===== src/rtl/cis_dvp_pattern_tx.sv =====
// DVP sensor-side transmitter: emits framed test patterns (PCLK/VSYNC/HREF/D) for loopback
// into the ISP capture path. Pixel rate is half of wb_clk_i; all bus outputs change as PCLK falls.
module cis_dvp_pattern_tx #(
    parameter int DATA_W   = 10,
    parameter int CNT_W    = 12,
    parameter int H_ACTIVE = 64,
    parameter int H_BLANK  = 16,
    parameter int V_SYNC   = 2,
    parameter int V_BACK   = 2,
    parameter int V_ACTIVE = 48,
    parameter int V_FRONT  = 2
) (
    input  logic              wb_clk_i,
    input  logic              wb_rst_ni,
    input  logic              enable_i,
    input  logic [1:0]        pattern_sel_i,
    output logic              cis_pclk_o,
    output logic              cis_vsync_o,
    output logic              cis_hsync_o,
    output logic [DATA_W-1:0] cis_data_o,
    output logic              busy_o,
    output logic              frame_done_o,
    output logic [15:0]       frame_cnt_o
);

    // state  | meaning
    // IDLE   | no frame in progress, bus held low
    // SYNC   | VSYNC lines at frame start
    // BACK   | blank lines between VSYNC and first active line
    // ACTIVE | active lines, HREF high for the first H_ACTIVE pixels of each
    // FRONT  | blank lines after the last active line
    typedef enum logic [2:0] {S_IDLE, S_SYNC, S_BACK, S_ACTIVE, S_FRONT} state_t;

    localparam logic [CNT_W-1:0] X_LAST = CNT_W'(H_ACTIVE + H_BLANK - 1);
    localparam logic [CNT_W-1:0] X_ACT  = CNT_W'(H_ACTIVE);

    function automatic state_t skip_empty(input state_t s);
        state_t r;
        r = s;
        if (r == S_SYNC   && V_SYNC   == 0) r = S_BACK;
        if (r == S_BACK   && V_BACK   == 0) r = S_ACTIVE;
        if (r == S_ACTIVE && V_ACTIVE == 0) r = S_FRONT;
        if (r == S_FRONT  && V_FRONT  == 0) r = S_IDLE;
        return r;
    endfunction

    function automatic state_t succ(input state_t s);
        case (s)
            S_SYNC:   return S_BACK;
            S_BACK:   return S_ACTIVE;
            S_ACTIVE: return S_FRONT;
            default:  return S_IDLE;
        endcase
    endfunction

    function automatic logic [CNT_W-1:0] last_line(input state_t s);
        case (s)
            S_SYNC:   return CNT_W'(V_SYNC - 1);
            S_BACK:   return CNT_W'(V_BACK - 1);
            S_ACTIVE: return CNT_W'(V_ACTIVE - 1);
            S_FRONT:  return CNT_W'(V_FRONT - 1);
            default:  return '0;
        endcase
    endfunction

    logic [1:0]        rst_sync_q;
    logic              rst_n;
    logic              pclk_q;
    state_t            state_q, state_d, nxt;
    logic [CNT_W-1:0]  x_q, x_d, y_q, y_d;
    logic [1:0]        sel_q, sel_d;
    logic [15:0]       cnt_q, cnt_d;
    logic              vsync_q, hsync_q, busy_q, done_q;
    logic [DATA_W-1:0] data_q, pix;
    logic              tick, start, frame_end, pix_active;

    // Reset asserts asynchronously but releases on a clock edge.
    always_ff @(posedge wb_clk_i or negedge wb_rst_ni) begin
        if (!wb_rst_ni) rst_sync_q <= 2'b00;
        else            rst_sync_q <= {rst_sync_q[0], 1'b1};
    end
    assign rst_n = rst_sync_q[1];

    assign tick = pclk_q;

    always_comb begin
        state_d   = state_q;
        x_d       = x_q;
        y_d       = y_q;
        sel_d     = sel_q;
        cnt_d     = cnt_q;
        nxt       = S_IDLE;
        start     = 1'b0;
        frame_end = 1'b0;
        if (tick) begin
            if (state_q == S_IDLE) begin
                start = enable_i;
            end else if (x_q == X_LAST) begin
                x_d = '0;
                if (y_q == last_line(state_q)) begin
                    y_d     = '0;
                    nxt     = skip_empty(succ(state_q));
                    state_d = nxt;
                    if (nxt == S_IDLE) begin
                        frame_end = 1'b1;
                        cnt_d     = cnt_q + 16'd1;
                        start     = enable_i;
                    end
                end else begin
                    y_d = y_q + 1'b1;
                end
            end else begin
                x_d = x_q + 1'b1;
            end
            if (start) begin
                state_d = skip_empty(S_SYNC);
                x_d     = '0;
                y_d     = '0;
                sel_d   = pattern_sel_i;
            end
        end
    end

    // Outputs are computed from the next position so they line up with it on the same tick.
    always_comb begin
        pix_active = (state_d == S_ACTIVE) && (x_d < X_ACT);
        case (sel_d)
            2'd0:    pix = DATA_W'(x_d);
            2'd1:    pix = DATA_W'(y_d);
            2'd2:    pix = {DATA_W{x_d[3] ^ y_d[3]}};
            default: pix = DATA_W'(cnt_d);
        endcase
    end

    always_ff @(posedge wb_clk_i or negedge rst_n) begin
        if (!rst_n) begin
            pclk_q  <= 1'b0;
            state_q <= S_IDLE;
            x_q     <= '0;
            y_q     <= '0;
            sel_q   <= '0;
            cnt_q   <= '0;
            vsync_q <= 1'b0;
            hsync_q <= 1'b0;
            data_q  <= '0;
            busy_q  <= 1'b0;
            done_q  <= 1'b0;
        end else begin
            pclk_q  <= ~pclk_q;
            state_q <= state_d;
            x_q     <= x_d;
            y_q     <= y_d;
            sel_q   <= sel_d;
            cnt_q   <= cnt_d;
            done_q  <= frame_end;
            if (tick) begin
                vsync_q <= (state_d == S_SYNC);
                hsync_q <= pix_active;
                data_q  <= pix_active ? pix : '0;
                busy_q  <= (state_d != S_IDLE);
            end
        end
    end

    assign cis_pclk_o   = pclk_q;
    assign cis_vsync_o  = vsync_q;
    assign cis_hsync_o  = hsync_q;
    assign cis_data_o   = data_q;
    assign busy_o       = busy_q;
    assign frame_done_o = done_q;
    assign frame_cnt_o  = cnt_q;

endmodule


===== config.mk =====
export PLATFORM = sky130hd
export DESIGN_NAME = cis_dvp_pattern_tx
export DESIGN_NICKNAME = d
export VERILOG_FILES = /design/src/rtl/cis_dvp_pattern_tx.sv
export SDC_FILE = /design/constraint.sdc
export NUM_CORES = 1
export LEC_CHECK = 0
export ABC_AREA = 1
export CORE_ASPECT_RATIO = 0.8
export CORE_MARGIN = 2
export CORE_UTILIZATION = 40
export DETAILED_ROUTE_END_ITERATION = 10
export PLACE_DENSITY = 0.67
export SYNTH_ARGS = -nofsm -noshare
export SYNTH_HDL_FRONTEND = slang
export SYNTH_SLANG_ARGS = --single-unit

===== constraint.sdc =====
create_clock -name wb_clk_i -period 3.9 [get_ports wb_clk_i]
set_input_delay 1.17 -clock wb_clk_i [delete_from_list [all_inputs] [get_ports wb_clk_i]]
set_output_delay 1.17 -clock wb_clk_i [all_outputs]
set_load 0.005 [all_outputs]

==> results of run 1 <==
## path summary, 6_finish.rpt
| check | slack (ps) | start | cells after the start | end |
|---|---|---|---|---|
| min in group wb_clk_i | 350 | rst_sync_q[0]$_DFF_PN0_ | 0 | rst_sync_q[1]$_DFF_PN0_ |
| worst min-delay path | 310 | rst_sync_q[1]$_DFF_PN0_ | 0 | cis_data_o[2]$_DFFE_PN0P_ |
| max in group asynchronous | 2710 | rst_sync_q[1]$_DFF_PN0_ | 1 | state_q[0]$_DFF_PN0_ |
| worst max register to register | 1050 | x_q[0]$_DFF_PN0_ | 16 | cis_data_o[9]$_DFFE_PN0P_ |
| worst max-delay path | 880 | enable_i | 13 | cis_data_o[4]$_DFFE_PN0P_ |
| worst min register to register | 310 | rst_sync_q[1]$_DFF_PN0_ | 0 | cis_data_o[2]$_DFFE_PN0P_ |
## registers in the layout, indices dropped and copies added (netlist names)
| name | flops |
|---|---|
| frame_done_o | 1 |
| cis_vsync_o | 1 |
| cis_hsync_o | 1 |
| sel_q | 2 |
| x_q | 12 |
| state_q | 3 |
| frame_cnt_o | 16 |
| y_q | 12 |
| cis_data_o | 10 |
| rst_sync_q | 2 |
| cis_pclk_o | 1 |
| busy_o | 1 |
## power by group
part           total, uW  internal, uW  switching [uW]
Combinational       12.3          4.35            7.96
Clock                926           641             285
Sequential           651           645            6.22
## layout make-up
type	instances	share of cell area, %
Clock inverter	4	2.00
Clock buffer	12	5.17
Sequential cell	62	32.6
Multi-Input combinational cell	425	43.3
Inverter	67	5.28
Timing Repair Buffer	40	8.14
Tap cell	136	3.57
## cells in the mapped netlist
master | n | area [um^2]
a21oi_1 | 11 | 55.1
o21ai_1 | 6 | 30.0
conb_1 | 1 | 3.75
nor2_1 | 65 | 244
xor2_1 | 18 | 158
nand3_2 | 2 | 20.0
nand3_4 | 1 | 17.5
nand2_4 | 3 | 33.8
nand3b_1 | 7 | 52.6
buf_2 | 7 | 35.0
clkbuf_1 | 9 | 33.8
buf_6 | 2 | 22.5
nand3_1 | 59 | 295
nor2_4 | 3 | 33.8
nand2_2 | 3 | 18.8
nor2_2 | 10 | 62.6
o32ai_1 | 1 | 8.76
nor4_1 | 2 | 12.5
nor3_1 | 10 | 50.1
nand4_1 | 15 | 93.8
inv_2 | 8 | 30.0
o21a_1 | 1 | 7.51
ha_1 | 3 | 37.5
a21boi_1 | 1 | 7.51
a31oi_1 | 1 | 6.26
dfrtp_1 | 62 | 1550
inv_1 | 59 | 221
nand2_1 | 173 | 649
o21ai_0 | 24 | 120
xnor2_1 | 5 | 43.8
## cell families (layout without fill, tap and decap cells)
group	after synthesis	in the layout	share of synthesized area (%)
simple gates	353	353	40.0
xor+xnor	23	23	5.09
compound gates	45	45	5.95
flops	62	62	39.2
buf+inv	85	123	8.67
other cells	1	1	0.0948
fa+ha+maj	3	3	0.949
## per-layer routing
layer  wire [um]  GRT usage, %  vias up
met1        5260          30.8     1732
met2        4450          30.2      141
li1            -             -     1890
met5           0             0        -
met4         159          5.72        0
met3         587          4.38       19
## critical path, delay by kind of cell
kind,cells,cell delay [ps]
and+or+nand+nor,9,1270
buffers and inverters,4,790
## stage by stage
step | utilization (%) | power, uW | instances | area, um^2
after detailed placement | 45.9 | 676 | 730 | 4420
after CTS | 49.4 | 1600 | 746 | 4770
after floorplan | - | 666 | 572 | 3960
final | 49.4 | 1590 | 746 | 4770
after global placement | 45.9 | 676 | 730 | 4420
after global routing | 49.4 | 1630 | 746 | 4770
==> results.ini, run 1 <==
[cells_and_area]
final_common_cell = nand2_1
register_area_um2 = 1550
nets = 613
insertedDiodeCount = 0
area_delta_synth_final_pct = 20.5
drive_above_1_share_pct = 8.20
multiInputGateArea_um2 = 2060
layout_common_cells = nand2_1, nor2_1, dfrtp_1
fillers = 906

[worst_setup_path]
crit_arrival_ps = 3240
required_ps = 4120
worstPathMaxFanout = 21
path_cells = clkdlybuf4s50_1 > inv_1 > nor2_1 > nand3_1 > nand2_1 > nand2_1 > buf_4 > inv_2 > nand2_2 > nor2_1 > nor2_2 > nand2_1 > nand2_1
slowest_delay_ps = 450
critical_path_class = input pin to register
critPathCaptureType = register
crit_path_top_delay_cell = clkdlybuf4s50_1
path_common_cell = nand2_1
cp-start-kind = input pin

[synth]
synth_nets = 580
synth_area_per_cell_um2 = 6.92
ys_seq_area_share_pct = 39.2
ys_seq_elements = 62
netlist_instances = 572
synth_area_um2 = 3960
yosys.cell_types.count = 30
ys.warnings.count = 0

[timing]
worstMarginPinSlew_ps = 681
period_share_pct = 77.4
max_freq_mhz = 331
hold_viol_final = 0
slew_viol_final = 0
setup_viol = 0
rsz0062_at_grt = no
hold_ws_ps = 309
finClkSkew_ps = 5.02
fin_crit_ps = 3020
slew-limit-headroom_pct = 54.1
fin_ws_ps = 881
tns_ps = 0

[run_status]
outcome = completed

[drt]
drt-wirelength-per-cell_um = 14.0
first_iter_violations = 284
drt_wl_total_um = 10500
drt-pass1-iter-count = 6
ant_nets = 0
drc = 0
routed-via-count = 3782
via_per_inst = 5.07

[floorplan]
die_h_um = 93.0
num_rows = 32
die_area_um2 = 10700
initial_core_util_pct = 41.0
die_width_um = 115
core_area_um2 = 9650
ios = 36

[grt]
grt_pass1_vias = 3438
grt_usage_pct = 20.7
grt_pass1_wl_um = 17200
antenna_found_initial = 0
gr-total-overflow = 0
grt_max_degree = 35

[clock_network]
cts.sinks = 62
post_cts_buffers = 0
clock_latency_ps = 330
hold_buffers = 0
cts_root_buffer = clkbuf_16
postCtsResizedCells = 0
clock_path_buffers = 2
cts_buffers = 9
cts_tree = built
cts_htree_levels = 3
cts.clk_slew.worst_paths_ps = 50

[placement]
post-dp-hpwl_um = 7630
place_congestion = 0.893
port_buffers = 35
post-place-ws_ps = 582

[power]
power_density_nw_per_um2 = 334
p_leak_uw = 0.00237
ir_drop_v = 0.000236

[min_path]
hold_class = register to async pin

[run]
cap_violations = 0

No activity file was read; power rests on OpenSTA's default activity.
==> inputs of run 2 (changes only) <==
Settings changed: PLACE_DENSITY 0.67 to 0.69.
Clock period 3.9 ns to 2.5 ns, I/O delays scaled along.
==> run 2 against run 1 <==
Net effect:
- count of clock-buffer cells in the layout shrank 1
- clock power rose by 39%
- flip-flop and latch count unchanged
- largest cell class unchanged
==> results.ini, run 2 (same netlist as run 1, synthesis figures left out) <==
[timing]
hold_ws_ps = 274  ; -35.8 ps
hold_viol_final = 0  ; unchanged
max_freq_mhz = 419
fin_crit_ps = 2390
slew_viol_final = 0  ; unchanged
worstMarginPinSlew_ps = 590  ; -91.3 ps
period_share_pct = 95.4
setup_viol = 0  ; unchanged
slew-limit-headroom_pct = 60.7  ; +6.5 points
finClkSkew_ps = 5.97  ; +0.947 ps

[floorplan]
core_area_um2 = 9650  ; unchanged
die_h_um = 93.0  ; unchanged
die_width_um = 115  ; unchanged
initial_core_util_pct = 41.0  ; unchanged
num_rows = 32  ; unchanged
die_area_um2 = 10700  ; unchanged
ios = 36  ; unchanged

[power]
ir_drop_v = 0.000282  ; +20%
power_uw = 2330  ; +47%
p_leak_uw = 0.00272  ; +15%
power_density_nw_per_um2 = 423  ; +27%

[worst_setup_path]
crit_path_top_delay_cell = dfrtp_1
path_cells = ha_4 > nand2_4 > nor2_2 > nand3_2 > nor2_4 > nand3_4 > buf_6 > nor2_4 > buf_6 > clkinvlp_4 > nor3_4 > buf_4 > nand3_1 > xor2_1
worstPathMaxFanout = 5  ; -76%
required_ps = 2720  ; -1400 ps
critical_path_class = register to register
crit_arrival_ps = 2600  ; -640 ps
slowest_delay_ps = 390  ; -60 ps
critPathBufInv = 4  ; unchanged
cp-start-kind = register
critPathCaptureType = register
critPathTopFamily = simple AND/OR/NAND/NOR gates

[run_status]
outcome = completed

[drt]
drc = 0  ; unchanged
ant_nets = 0  ; unchanged
via_per_inst = 5.06  ; -0.17%
drt-wirelength-per-cell_um = 14.6  ; +4.4%
routed-via-count = 4130  ; +9.2%
drt-pass1-iter-count = 5  ; -1
drt_wl_total_um = 11900  ; +14%
first_iter_violations = 313  ; +10%

[cells_and_area]
nets = 683  ; +11%
finalNonFillerCells = 816  ; +9.4%
layout_common_cells = nand2_1, buf_4, dfrtp_1
area_delta_synth_final_pct = 39.1
final_common_cell = nand2_1
largest_reg_flops = 16  ; unchanged
final_area_um2 = 5500  ; +15%
fillers = 846  ; -6.6%
insertedDiodeCount = 0  ; unchanged
drive_above_1_share_pct = 24.1  ; +16 points

[clock_network]
cts.clk_slew.worst_paths_ps = 60  ; about the same
cts_htree_levels = 3  ; unchanged
clock_path_buffers = 2  ; unchanged
cts_tree = built
cts_buffers = 9  ; unchanged
cts.sinks = 62  ; unchanged
cts_root_buffer = clkbuf_16
hold_buffers = 0  ; unchanged
clock_latency_ps = 340  ; about the same

[placement]
port_buffers = 35  ; unchanged
place_congestion = 0.956  ; +7.1%
place_area_um2 = 4860  ; +9.9%
dp_cells = 785  ; +7.5%
post-dp-hpwl_um = 8490  ; +11%

[grt]
antenna_found_initial = 0  ; unchanged
grt_pass1_vias = 3808  ; +11%
gr-total-overflow = 0  ; unchanged
grt_pass1_wl_um = 18900  ; +9.5%
grt_usage_pct = 22.6  ; +1.9 points
grt_max_degree = 26  ; -26%

[min_path]
hold_class = register to async pin

[run]
cap_violations = 0  ; unchanged

-- run 2: cell count changes in the layout (fill, tap and decap cells not counted), moves of 5 or more --
cell     previous run  this run
a21oi_1            11         6
buf_4               5        67
buf_6               0         5
nand2_1           173       166
nand3_1            59        54
nor2_1             65        50
nor2_2             10        25
-- run 2: per-stage QoR --
stage | util [%] | worst slack (ps) | setup TNS [ps]
3_3_place_gp | 50.4 | -198 | -1700
5_1_grt | 57.0 | -30.9 | -151
4_1_cts | 54.2 | 3.78 | 0
2_1_floorplan | - | 282 | 0
6_report | 57.0 | 115 | 0
3_5_place_dp | 50.4 | -228 | -2090
-- run 2: power by group --
| group | switching, uW | total (uW) | internal, uW |
|---|---|---|---|
| Clock | 469 | 1290 | 823 |
| Sequential | 8.39 | 1010 | 1010 |
| Combinational | 15.3 | 23.1 | 7.84 |
-- run 2: worst register-to-register path: cells and delay by family (launching register included) --
family / cells / cell delay [ps]
buffers and inverters: 4 / 550
XOR/XNOR: 1 / 150
adder cells (fa/ha/maj): 1 / 180
flip-flops: 1 / 390
AND/OR/NAND/NOR: 8 / 980
-- run 2: final timing paths --
check | from | end | slack (ps) | depth (start not counted)
max reg2reg | x_q[1]$_DFF_PN0_ | frame_cnt_o[12]$_DFFE_PN0P_ | 110 | 14
min reg2reg | rst_sync_q[1]$_DFF_PN0_ | x_q[9]$_DFF_PN0_ | 270 | 0
max in group asynchronous | rst_sync_q[1]$_DFF_PN0_ | state_q[1]$_DFF_PN0_ | 1450 | 1
min | rst_sync_q[1]$_DFF_PN0_ | x_q[9]$_DFF_PN0_ | 270 | 0
min in group wb_clk_i | rst_sync_q[0]$_DFF_PN0_ | rst_sync_q[1]$_DFF_PN0_ | 360 | 0
max | x_q[1]$_DFF_PN0_ | frame_cnt_o[12]$_DFFE_PN0P_ | 110 | 14
-- run 2: layout make-up --
class	instances	area [um^2]	area share, %
multi-input combinational	426	2260	41.1
sequential	62	1550	28.2
timing repair buffer	109	950	17.3
inverter	67	255	4.64
clock buffer	11	253	4.59
tap	136	170	3.09
clock inverter	5	57.6	1.05
-- run 2: per-layer routing --
metal / wire length [um] / GRT usage, % / share of wire [%]
met5: 0 / 0 / 0
met4: 128 / 5.42 / 1.1
met2: 5290 / 33.3 / 44
met1: 5760 / 33.2 / 48
met3: 767 / 5.69 / 6.4
-- run 2: what timing repair did --
action | CTS | global route
pin swaps | 4 | 21
resized for setup | 3 | 58
buffers inserted | 6 | 7
gates cloned | 0 | 2
setup endpoints to repair | 8 | 13
endpoints found under the hold margin | 0 | 0
==> inputs of run 3 (changes only) <==
Settings changed: CORE_ASPECT_RATIO 0.8 to 0.7.
==> run 3 against run 2 <==
Net effect:
- cell count shrank 1.1%
- clock skew shrank 2.1 ps
- non-clock buffer count is 1 lower
- sequential share of layout area is 0.11 points lower
- die area is essentially flat
- utilization up 0.24 points
- global-route usage rose by 0.79 points
- wire length up 5.4%
- fmax shrank 0.51%
- design area grew 0.39%
- critical path depth increased by 3
- critical endpoint is now cis_data_o[4]$_DFFE_PN0P_
- largest cell class unchanged
- highest routed layer unchanged
==> results.ini, run 3 (same netlist as run 1, synthesis figures left out) <==
[worst_setup_path]
critical_path_class = register to register
crit_path_top_delay_cell = dfrtp_1
path_cells = ha_4 > nand2_4 > nor2_4 > nand3_4 > nor2_4 > nand3_4 > nand2_4 > nand2_8 > buf_12 > a21oi_4 > nand2_1 > nor2_2 > nand3_2 > buf_2 > nor2_2 > nand2_1 > nand2_1
critPathBufInv = 2  ; -2
critPathTopFamily = simple AND/OR/NAND/NOR gates
slowest_delay_ps = 400  ; about the same
required_ps = 2780  ; +60 ps
path_common_cell = nand2_1
worstPathMaxFanout = 6  ; +1
r2r_start = x_q[0]$_DFF_PN0_
cp-startpoint = x_q[0]$_DFF_PN0_
critPathCaptureType = register
cp-start-kind = register
crit_arrival_ps = 2680  ; +80 ps

[timing]
slew_viol_final = 0  ; unchanged
max_freq_mhz = 417  ; -0.51%
hold_ws_ps = 276  ; +2.02 ps
fin_crit_ps = 2400  ; +12.3 ps
hold_viol_final = 0  ; unchanged
finClkSkew_ps = 3.88  ; -2.09 ps
worstMarginPinSlew_ps = 592  ; +2.11 ps
period_share_pct = 95.9  ; +0.49 points
setup_viol = 0  ; unchanged
slew-limit-headroom_pct = 60.5  ; -0.14 points

[grt]
grt_usage_pct = 23.4  ; +0.79 points
grt_max_degree = 38  ; +46%
grt_pass1_wl_um = 19000  ; +0.48%
grt_pass1_vias = 3812  ; +0.11%
gr-total-overflow = 0  ; unchanged
antenna_found_initial = 0  ; unchanged

[power]
ir_drop_v = 0.000402  ; +42%
p_leak_uw = 0.00273  ; +0.17%
power_density_nw_per_um2 = 413  ; -2.4%

[clock_network]
cts_tree = built
cts_root_buffer = clkbuf_16
cts.clk_slew.worst_paths_ps = 50  ; about the same
clock_path_buffers = 2  ; unchanged
clock_latency_ps = 340  ; about the same
cts_htree_levels = 3  ; unchanged
hold_buffers = 0  ; unchanged
cts_buffers = 9  ; unchanged
cts.sinks = 62  ; unchanged

[drt]
routed-via-count = 4244  ; +2.8%
drt-pass1-iter-count = 5  ; unchanged
drt_wl_total_um = 12600  ; +5.4%
first_iter_violations = 442  ; +41%
drc = 0  ; unchanged
ant_nets = 0  ; unchanged
drt-wirelength-per-cell_um = 15.6  ; +6.6%
via_per_inst = 5.26  ; +3.9%

[floorplan]
die_area_um2 = 10700  ; about the same
num_rows = 30  ; -6.3%
initial_core_util_pct = 41.0  ; about the same
die_width_um = 123  ; +6.7%
core_area_um2 = 9650  ; about the same
die_h_um = 87.2  ; -6.2%
ios = 36  ; unchanged

[cells_and_area]
fillers = 833  ; -1.5%
final_area_um2 = 5520  ; +0.39%
final_core_util_pct = 57.3  ; +0.24 points
insertedDiodeCount = 0  ; unchanged
area_delta_synth_final_pct = 39.6
layout_common_cells = nand2_1, buf_4, dfrtp_1
largest_reg_flops = 16  ; unchanged
nets = 682  ; -0.15%
drive_above_1_share_pct = 23.3  ; -0.85 points
final_common_cell = nand2_1

[placement]
place_congestion = 0.956  ; about the same
place_area_um2 = 4870  ; +0.26%
post-dp-hpwl_um = 8850  ; +4.3%
port_buffers = 35  ; unchanged

[min_path]
hold_class = register to async pin

[run]
cap_violations = 0  ; unchanged

[run_status]
outcome = completed

## run 3: through the flow
stage / total power, uW / TNS, ps / instances / setup slack, ps
3_5_place_dp: 1060 / -1650 / 780 / -170
3_3_place_gp: 1060 / -2030 / 780 / -222
4_1_cts: 2310 / 0 / 796 / 22.0
2_1_floorplan: 1040 / 0 / 572 / 282
6_report: 2280 / 0 / 807 / 103
5_1_grt: 2350 / -253 / 807 / -47.5
## run 3: final cells by class
cell class / count / area [um^2] / share of cell area [%]
Clock inverter: 6 / 62.6 / 1.13
Multi-Input combinational cell: 426 / 2280 / 41.3
Tap cell: 128 / 160 / 2.90
Timing Repair Buffer: 108 / 983 / 17.8
Clock buffer: 10 / 229 / 4.14
Sequential cell: 62 / 1550 / 28.1
Inverter: 67 / 251 / 4.55
## run 3: worst reg2reg max path, stage by stage, from the launching register on
cell and delay (ps):
dfrtp_1 400, ha_4 170, nand2_4 60, nor2_4 130, nand3_4 80, nor2_4 200, nand3_4 110, nand2_4 140
nand2_8 90, buf_12 150, a21oi_4 130, nand2_1 80, nor2_2 130, nand3_2 90, buf_2 190, nor2_2 90
nand2_1 60, nand2_1 50
## run 3: timing repair
item,4_1_cts,5_1_grt
gates resized for setup,0,59
endpoints found under the setup margin,0,11
buffers inserted,0,7
## run 3: worst paths after layout
path                                             endpoint  slack [ps]  cells past startpoint
worst max register to register  cis_data_o[4]$_DFFE_PN0P_         100                     17
worst min-delay path            cis_data_o[5]$_DFFE_PN0P_         280                      0
worst min register to register  cis_data_o[5]$_DFFE_PN0P_         280                      0
worst max-delay path            cis_data_o[4]$_DFFE_PN0P_         100                     17
max in group asynchronous            state_q[1]$_DFF_PN0_        1590                      1
min in group wb_clk_i             rst_sync_q[1]$_DFF_PN0_         350                      0
## run 3: power breakdown
group	internal, uW	switching (uW)	total (uW)
registers	1010	8.43	1010
logic	8.96	14.3	23.3
clock network	767	478	1250
## run 3: layer usage
layer  vias to the layer above  share of wire (%)  global-route usage [%]
li1                       2020                  -                       -
met1                      2028                 46                    34.0
met2                       174                 43                    33.3
met3                        22                8.5                    6.81
met4                         0                2.0                    7.84
met5                         -                  0                       0
